--- src/rtl/cpu_pkg.sv ---
// ---------------------------------------------------------------------------
// cpu_pkg
//   Shared widths and types for the CPU front end.
//   ADDR_W        : PC / instruction-memory address width
//   INSTR_W       : instruction width
//   PC_RESET      : PC value driven while reset is asserted
//   fetch_entry_t : one fetched instruction tagged with the PC it came from
// ---------------------------------------------------------------------------
package cpu_pkg;

  localparam int ADDR_W  = 8;
  localparam int INSTR_W = 8;

  localparam logic [ADDR_W-1:0] PC_RESET = '0;

  typedef struct packed {
    logic [ADDR_W-1:0]  pc;
    logic [INSTR_W-1:0] instr;
  } fetch_entry_t;

endpackage

--- src/rtl/fetch_fifo.sv ---
// ---------------------------------------------------------------------------
// fetch_fifo
//   Two-entry synchronous FIFO of fetch_entry_t. slot0 is always the head, so
//   the head is available straight from a register with no read pointer.
//   clk   in  : clock
//   flush in  : empties the FIFO; overrides push and pop in the same cycle
//   push  in  : write din at the tail (never asserted when full without pop)
//   pop   in  : remove the head (never asserted when empty)
//   din   in  : entry to push
//   count out : occupancy, 0..2
//   head  out : head entry, all-zero when empty
// ---------------------------------------------------------------------------
module fetch_fifo
  import cpu_pkg::*;
(
  input  logic         clk,
  input  logic         flush,
  input  logic         push,
  input  logic         pop,
  input  fetch_entry_t din,
  output logic [1:0]   count,
  output fetch_entry_t head
);

  fetch_entry_t slot0;
  fetch_entry_t slot1;

  // Occupancy is control state and is the only thing flush touches.
  always_ff @(posedge clk) begin
    if (flush) begin
      count <= 2'd0;
    end else begin
      case ({push, pop})
        2'b10:   count <= count + 2'd1;
        2'b01:   count <= count - 2'd1;
        default: count <= count;
      endcase
    end
  end

  // Slot contents are plain data; stale values are masked by count.
  always_ff @(posedge clk) begin
    if (!flush) begin
      case ({push, pop})
        2'b10: begin
          if (count == 2'd0) slot0 <= din;
          else               slot1 <= din;
        end
        2'b01: begin
          slot0 <= slot1;
        end
        2'b11: begin
          // With one entry the new word becomes the head directly; with two
          // the second entry moves up and the new word takes its place.
          if (count == 2'd1) begin
            slot0 <= din;
          end else begin
            slot0 <= slot1;
            slot1 <= din;
          end
        end
        default: begin
        end
      endcase
    end
  end

  assign head = (count != 2'd0) ? slot0 : '0;

endmodule

--- src/rtl/instr_fetch.sv ---
// ---------------------------------------------------------------------------
// instr_fetch
//   Instruction fetch stage between the PC register and decode. Drives the
//   next PC, issues reads to a synchronous ROM (1-cycle latency), tags the
//   returned words with their PC in a 2-entry buffer and hands them to decode
//   over valid/ready. A taken branch redirects the PC and flushes everything
//   younger than the branch.
//   clk        in  : clock
//   RST        in  : synchronous active-high reset, dominates all inputs
//   pc_in      in  : current PC from the PC register
//   pc_next    out : next PC, to the PC register input (combinational)
//   imem_addr  out : ROM read address (combinational)
//   imem_en    out : ROM read strobe (combinational)
//   imem_rdata in  : ROM data for the read issued last cycle
//   br_valid   in  : taken-branch redirect
//   br_target  in  : redirect target
//   out_valid  out : buffer head valid
//   out_ready  in  : decode accepts the head
//   out_instr  out : head instruction (0 when empty)
//   out_pc     out : head instruction's PC (0 when empty)
// ---------------------------------------------------------------------------
module instr_fetch #(
  parameter int ADDR_W  = 8,
  parameter int INSTR_W = 8,
  parameter int DEPTH   = 2
) (
  input  logic               clk,
  input  logic               RST,
  input  logic [ADDR_W-1:0]  pc_in,
  output logic [ADDR_W-1:0]  pc_next,
  output logic [ADDR_W-1:0]  imem_addr,
  output logic               imem_en,
  input  logic [INSTR_W-1:0] imem_rdata,
  input  logic               br_valid,
  input  logic [ADDR_W-1:0]  br_target,
  output logic               out_valid,
  input  logic               out_ready,
  output logic [INSTR_W-1:0] out_instr,
  output logic [ADDR_W-1:0]  out_pc
);

  import cpu_pkg::*;

  logic [1:0]        count;
  logic              vld_p1;
  logic [ADDR_W-1:0] pc_p1;
  logic              pop;
  logic              push;
  logic              flush;
  logic              issue;
  logic [2:0]        occ;
  fetch_entry_t      din;
  fetch_entry_t      head;

  assign out_valid = (count != 2'd0);

  // A branch or reset discards the head, so no pop is taken in those cycles.
  assign pop   = out_valid & out_ready & ~br_valid & ~RST;

  // Buffered + in-flight words after this cycle's pop must leave room for
  // the word about to be issued, which is what guarantees no overflow.
  assign occ   = {1'b0, count} + {2'b00, vld_p1} - {2'b00, pop};
  assign issue = ~RST & ~br_valid & (occ < 3'(DEPTH));

  assign push  = vld_p1 & ~br_valid & ~RST;
  assign flush = RST | br_valid;

  assign din.pc    = pc_p1;
  assign din.instr = imem_rdata;

  // Next-PC mux, priority RST > branch > issue > hold.
  always_comb begin
    pc_next   = pc_in;
    imem_addr = pc_in;
    imem_en   = 1'b0;
    if (RST) begin
      pc_next   = PC_RESET;
      imem_addr = PC_RESET;
    end else if (br_valid) begin
      pc_next   = br_target;
    end else if (issue) begin
      pc_next   = pc_in + ADDR_W'(1);
      imem_en   = 1'b1;
    end
  end

  // ---- stage p1: ROM read in flight, data returns next cycle ----
  always_ff @(posedge clk) begin
    if (RST) begin
      vld_p1 <= 1'b0;
      pc_p1  <= PC_RESET;
    end else begin
      vld_p1 <= issue;
      if (issue) pc_p1 <= pc_in;
    end
  end

  // ---- stage p2: returned word captured into the fetch buffer ----
  fetch_fifo u_fifo (
    .clk   (clk),
    .flush (flush),
    .push  (push),
    .pop   (pop),
    .din   (din),
    .count (count),
    .head  (head)
  );

  assign out_pc    = head.pc;
  assign out_instr = head.instr;

endmodule

--- config.mk ---
export PLATFORM = sky130hd
export DESIGN_NAME = instr_fetch
export DESIGN_NICKNAME = d
export VERILOG_FILES = /design/src/rtl/cpu_pkg.sv /design/src/rtl/fetch_fifo.sv /design/src/rtl/instr_fetch.sv
export SDC_FILE = /design/constraint.sdc
export NUM_CORES = 1
export LEC_CHECK = 0
export BUFFER_PORTS_ARGS = -buffer_cell sky130_fd_sc_hd__buf_2
export CORE_ASPECT_RATIO = 0.75
export CORE_MARGIN = 2
export CORE_UTILIZATION = 31
export DETAILED_ROUTE_END_ITERATION = 8
export GPL_ROUTABILITY_DRIVEN = 0
export PLACE_DENSITY = 0.55
export SYNTH_ARGS = -nofsm -noshare
export SYNTH_HDL_FRONTEND = slang
export SYNTH_SLANG_ARGS = --single-unit
--- constraint.sdc ---
create_clock -name clk -period 4.45 [get_ports clk]
set_clock_uncertainty 0.05 [all_clocks]
set_input_delay 0.2225 -clock clk [delete_from_list [all_inputs] [get_ports clk]]
set_output_delay 0.2225 -clock clk [all_outputs]
set_load 0.03 [all_outputs]
==> impl_summary.txt <==
----------------------------------------------------
[Yosys]
  Proportion of register bits with asynchronous set or reset after synthesis ... 0%
  Number of library cell types mapped by synthesis ... 38
  Synthesized area ... 0.00224 mm^2
  Top-area cell type share of the netlist area ... 42.9%
  Post-synth net total ... 216
  Synth Area per Inst ... 12.2 um^2
  Biggest area consumer among synthesized cells ... edfxtp_1
  Synth Register Bits ... 43
  Most frequent cells after synthesis ... 32 x edfxtp_1, 25 x nor2b_1, 12 x inv_1
  Share of the yosys chip area belonging to registers ... 52.7%
  Warnings, synthesis ... 0
  Syn Inst Count ... 184
  Top area cells in the synthesized netlist ... edfxtp_1 43%, dfxtp_1 9.8%, nor2b_1 7.0%, mux2_4 6.7%, mux2i_1 3.1%
  Prevailing post-synth register cell ... edfxtp_1
  Number of synthesized flops with an enable pin ... 32
  Most common cell in the synthesized netlist ... edfxtp_1

[Timing]
  Final period demand of the worst path ... 3.91 ns
  Worst Max-Slew Pin Slew ... 1.02 ns
  Final setup viols ... 0
  Final worst path period share ... 87.8%
  RSZ-0062 raised after global routing ... false
  Number of pins exceeding their max-slew limit in the final report ... 0
  Max frequency ... 256 MHz
  Setup TNS ... 0 ns
  Max-Slew Margin vs Limit ... 31.9%
  Final Hold Viols ... 0

[Floorplan]
  Number of top-level pins ... 62
  Die extent in x ... 102 um
  Starting density of the core ... 32.5%
  Die area ... 0.00793 mm^2
  Die height ... 77.6 um
  Placeable core region ... 0.00690 mm^2
  # rows ... 26

[Layout]
  Area added between synthesis and finish ... 22.3%
  Post-route insts no fill ... 345
  Share of post-route cells with drive strength above 1 ... 38.1%
  Final-stage net count ... 278
  Fill cell count ... 706
  Inserted Diodes ... 0

[Routing]
  Average detailed-routed wire length per instance ... 13.1 um
  Via count ... 1559
  Initial DRT Pass Iterations ... 4
  Drc violations ... 0
  Post-Route WL ... 4530 um
  Count of nets left with antenna violations after detail routing ... 0
  Detailed-route vias per instance ... 4.52
  First DRT Iteration DRCs ... 110

[Pwr]
  Portion of total power attributed to combinational logic ... 17.2%
  Net Sw Frac ... 25.9%
  Internal power consumption ... 0.641 mW
  Power per cell area ... 316 mW/mm^2
  Total power after layout ... 0.865 mW
  Relative contribution of the clock network to total power ... 31.1%
  Reg power frac ... 51.7%
  P_leak ... 1.20 nW
  Reported net switching power ... 0.224 mW
  Max VDD drop ... 0.000142 V

[GRT]
  Total Routing Usage GR ... 11.9%
  Global-route wire length before repair ... 7290 um
  Remaining global-route overflow ... 0
  Number of global-route vias before repair ... 1444
  Largest net degree at the start of global routing ... 27
  Antenna violations before repair ... 0

[Clock tree]
  Maximum number of buffers from clock root to sink ... 2
  Number of gates given a new drive strength after cts ... 0
  Clock slew at reported path FFs ... 0.08 ns
  Num Clock Sinks ... 43
  Quantity of hold-fixing buffers added after cts ... 0
  Max H-tree Level ... 2
  Clock latency on the worst-skew pair ... 0.29 ns
  Number of buffers inserted to repair setup after CTS ... 0
  Clock tree from TritonCTS ... yes
  Root buffer selected by CTS ... clkbuf_8
  Num CTS Buffers ... 5

[Worst setup path]
  Worst setup SP type ... flip-flop
  Critical path type ... flip-flop to primary output
  Crit end category ... primary output
  Crit Path Max Fanout ... 8
  Critical Path AT ... 3.63 ns
  Required time at the endpoint of the critical path ... 4.18 ns

[Place]
  Detailed placement HPWL ... 3240 um
  Placed Cells ... 337
  Number of port buffers ... 61

[Run status]
  Outcome ... completed

[Worst hold path]
  Type of the most critical hold path ... input port to flip-flop

[Run]
  Number of maximum-capacitance constraint violations ... 0

----------------------------------------------------
## through the flow
step / instance area [um^2] / utilization, % / setup WS, ns / hold WS (ns)
3_5_place_dp: 2640 / 38.3 / 0.844 / 0.370
3_3_place_gp: 2640 / 38.3 / 0.994 / 0.369
2_1_floorplan: 2240 / - / 0.267 / 0.271
4_1_cts: 2740 / 39.7 / 0.514 / 0.0640
5_1_grt: 2740 / 39.7 / 0.229 / 0.0551
6_report: 2740 / 39.7 / 0.543 / 0.0719
## worst max-delay path, stage by stage, from the launching register on
cell	delay (ns)
dfxtp_1	0.46
inv_1	0.11
ha_1	0.21
nand2b_1	0.31
nor3_1	0.36
o21ai_0	0.17
fa_1	0.66
nor3b_1	0.40
nand4_1	0.18
xnor2_1	0.16
o21a_1	0.16
buf_2	0.17
## flip-flops by register name, indices dropped and copies added, names as in the netlist
register      count
u_fifo.slot0     16
pc_p1             8
vld_p1            1
u_fifo.count      2
u_fifo.slot1     16
## cell usage in the layout (no fill, tap or decap), types with 2 or more instances in the layout
cell type  instances
nand4_1            5
nand2_1            4
mux2_2             6
nor3b_1            2
nor2_1            11
mux2_4            10
inv_1             12
xnor2_1            8
clkbuf_8           7
nor2b_1           25
mux2i_1            7
and3_1             2
nand3_1            2
edfxtp_1          32
ha_1               3
buf_2             61
dfxtp_1           11
and2_1             2
and4_1             2
nor3_1             2
o21a_1             6
buf_4              3
a21oi_1            6
## power groups by stage
stage	logic, mW	registers, mW	clock network [mW]
global route	0.162	0.449	0.295
CTS	0.151	0.448	0.278
global placement	0.149	0.457	0
finish	0.149	0.447	0.269
floorplan	0.106	0.455	0
detailed placement	0.150	0.457	0
## metal layers
| metal | GRT usage (%) | wire length, um | share of wire [%] |
|---|---|---|---|
| met1 | 18.3 | 2390 | 53 |
| met2 | 16.6 | 1880 | 42 |
| met3 | 3.51 | 229 | 5.1 |
| met4 | 2.40 | 20 | 0.44 |
| met5 | 0 | 0 | 0 |
## cells by family (layout without fill, tap and decap cells)
| family | count (synthesis) | in the layout | synth area share, % |
|---|---|---|---|
| AO/OA/AOI/OAI | 19 | 19 | 5.58 |
| AND/OR/NAND/NOR | 65 | 65 | 17.8 |
| adder cells (fa/ha/maj) | 4 | 4 | 2.57 |
| multiplexers | 23 | 23 | 12.8 |
| XOR/XNOR | 9 | 9 | 3.85 |
| buffers and inverters | 21 | 84 | 4.69 |
| flip-flops | 43 | 43 | 52.7 |
## final cells by class
class / instances / area (um^2) / share of cell area, %
inverter: 12 / 45.0 / 1.64
timing repair buffer: 64 / 328 / 12.0
sequential: 43 / 1180 / 43.1
tap: 98 / 123 / 4.47
multi-input combinational: 120 / 965 / 35.2
clock buffer: 8 / 100 / 3.65
## path summary, 6_finish.rpt
check                                startpoint               end  slack, ns  cells past startpoint
worst max register to register  u_fifo.count[1]          pc_p1[2]       1.01                     10
worst min register to register         pc_p1[3]  u_fifo.slot1[11]       0.42                      0
worst max-delay path            u_fifo.count[1]        pc_next[6]       0.54                     11
worst min-delay path              imem_rdata[0]   u_fifo.slot1[0]       0.07                      1
Power figures use the tool's default switching activity.
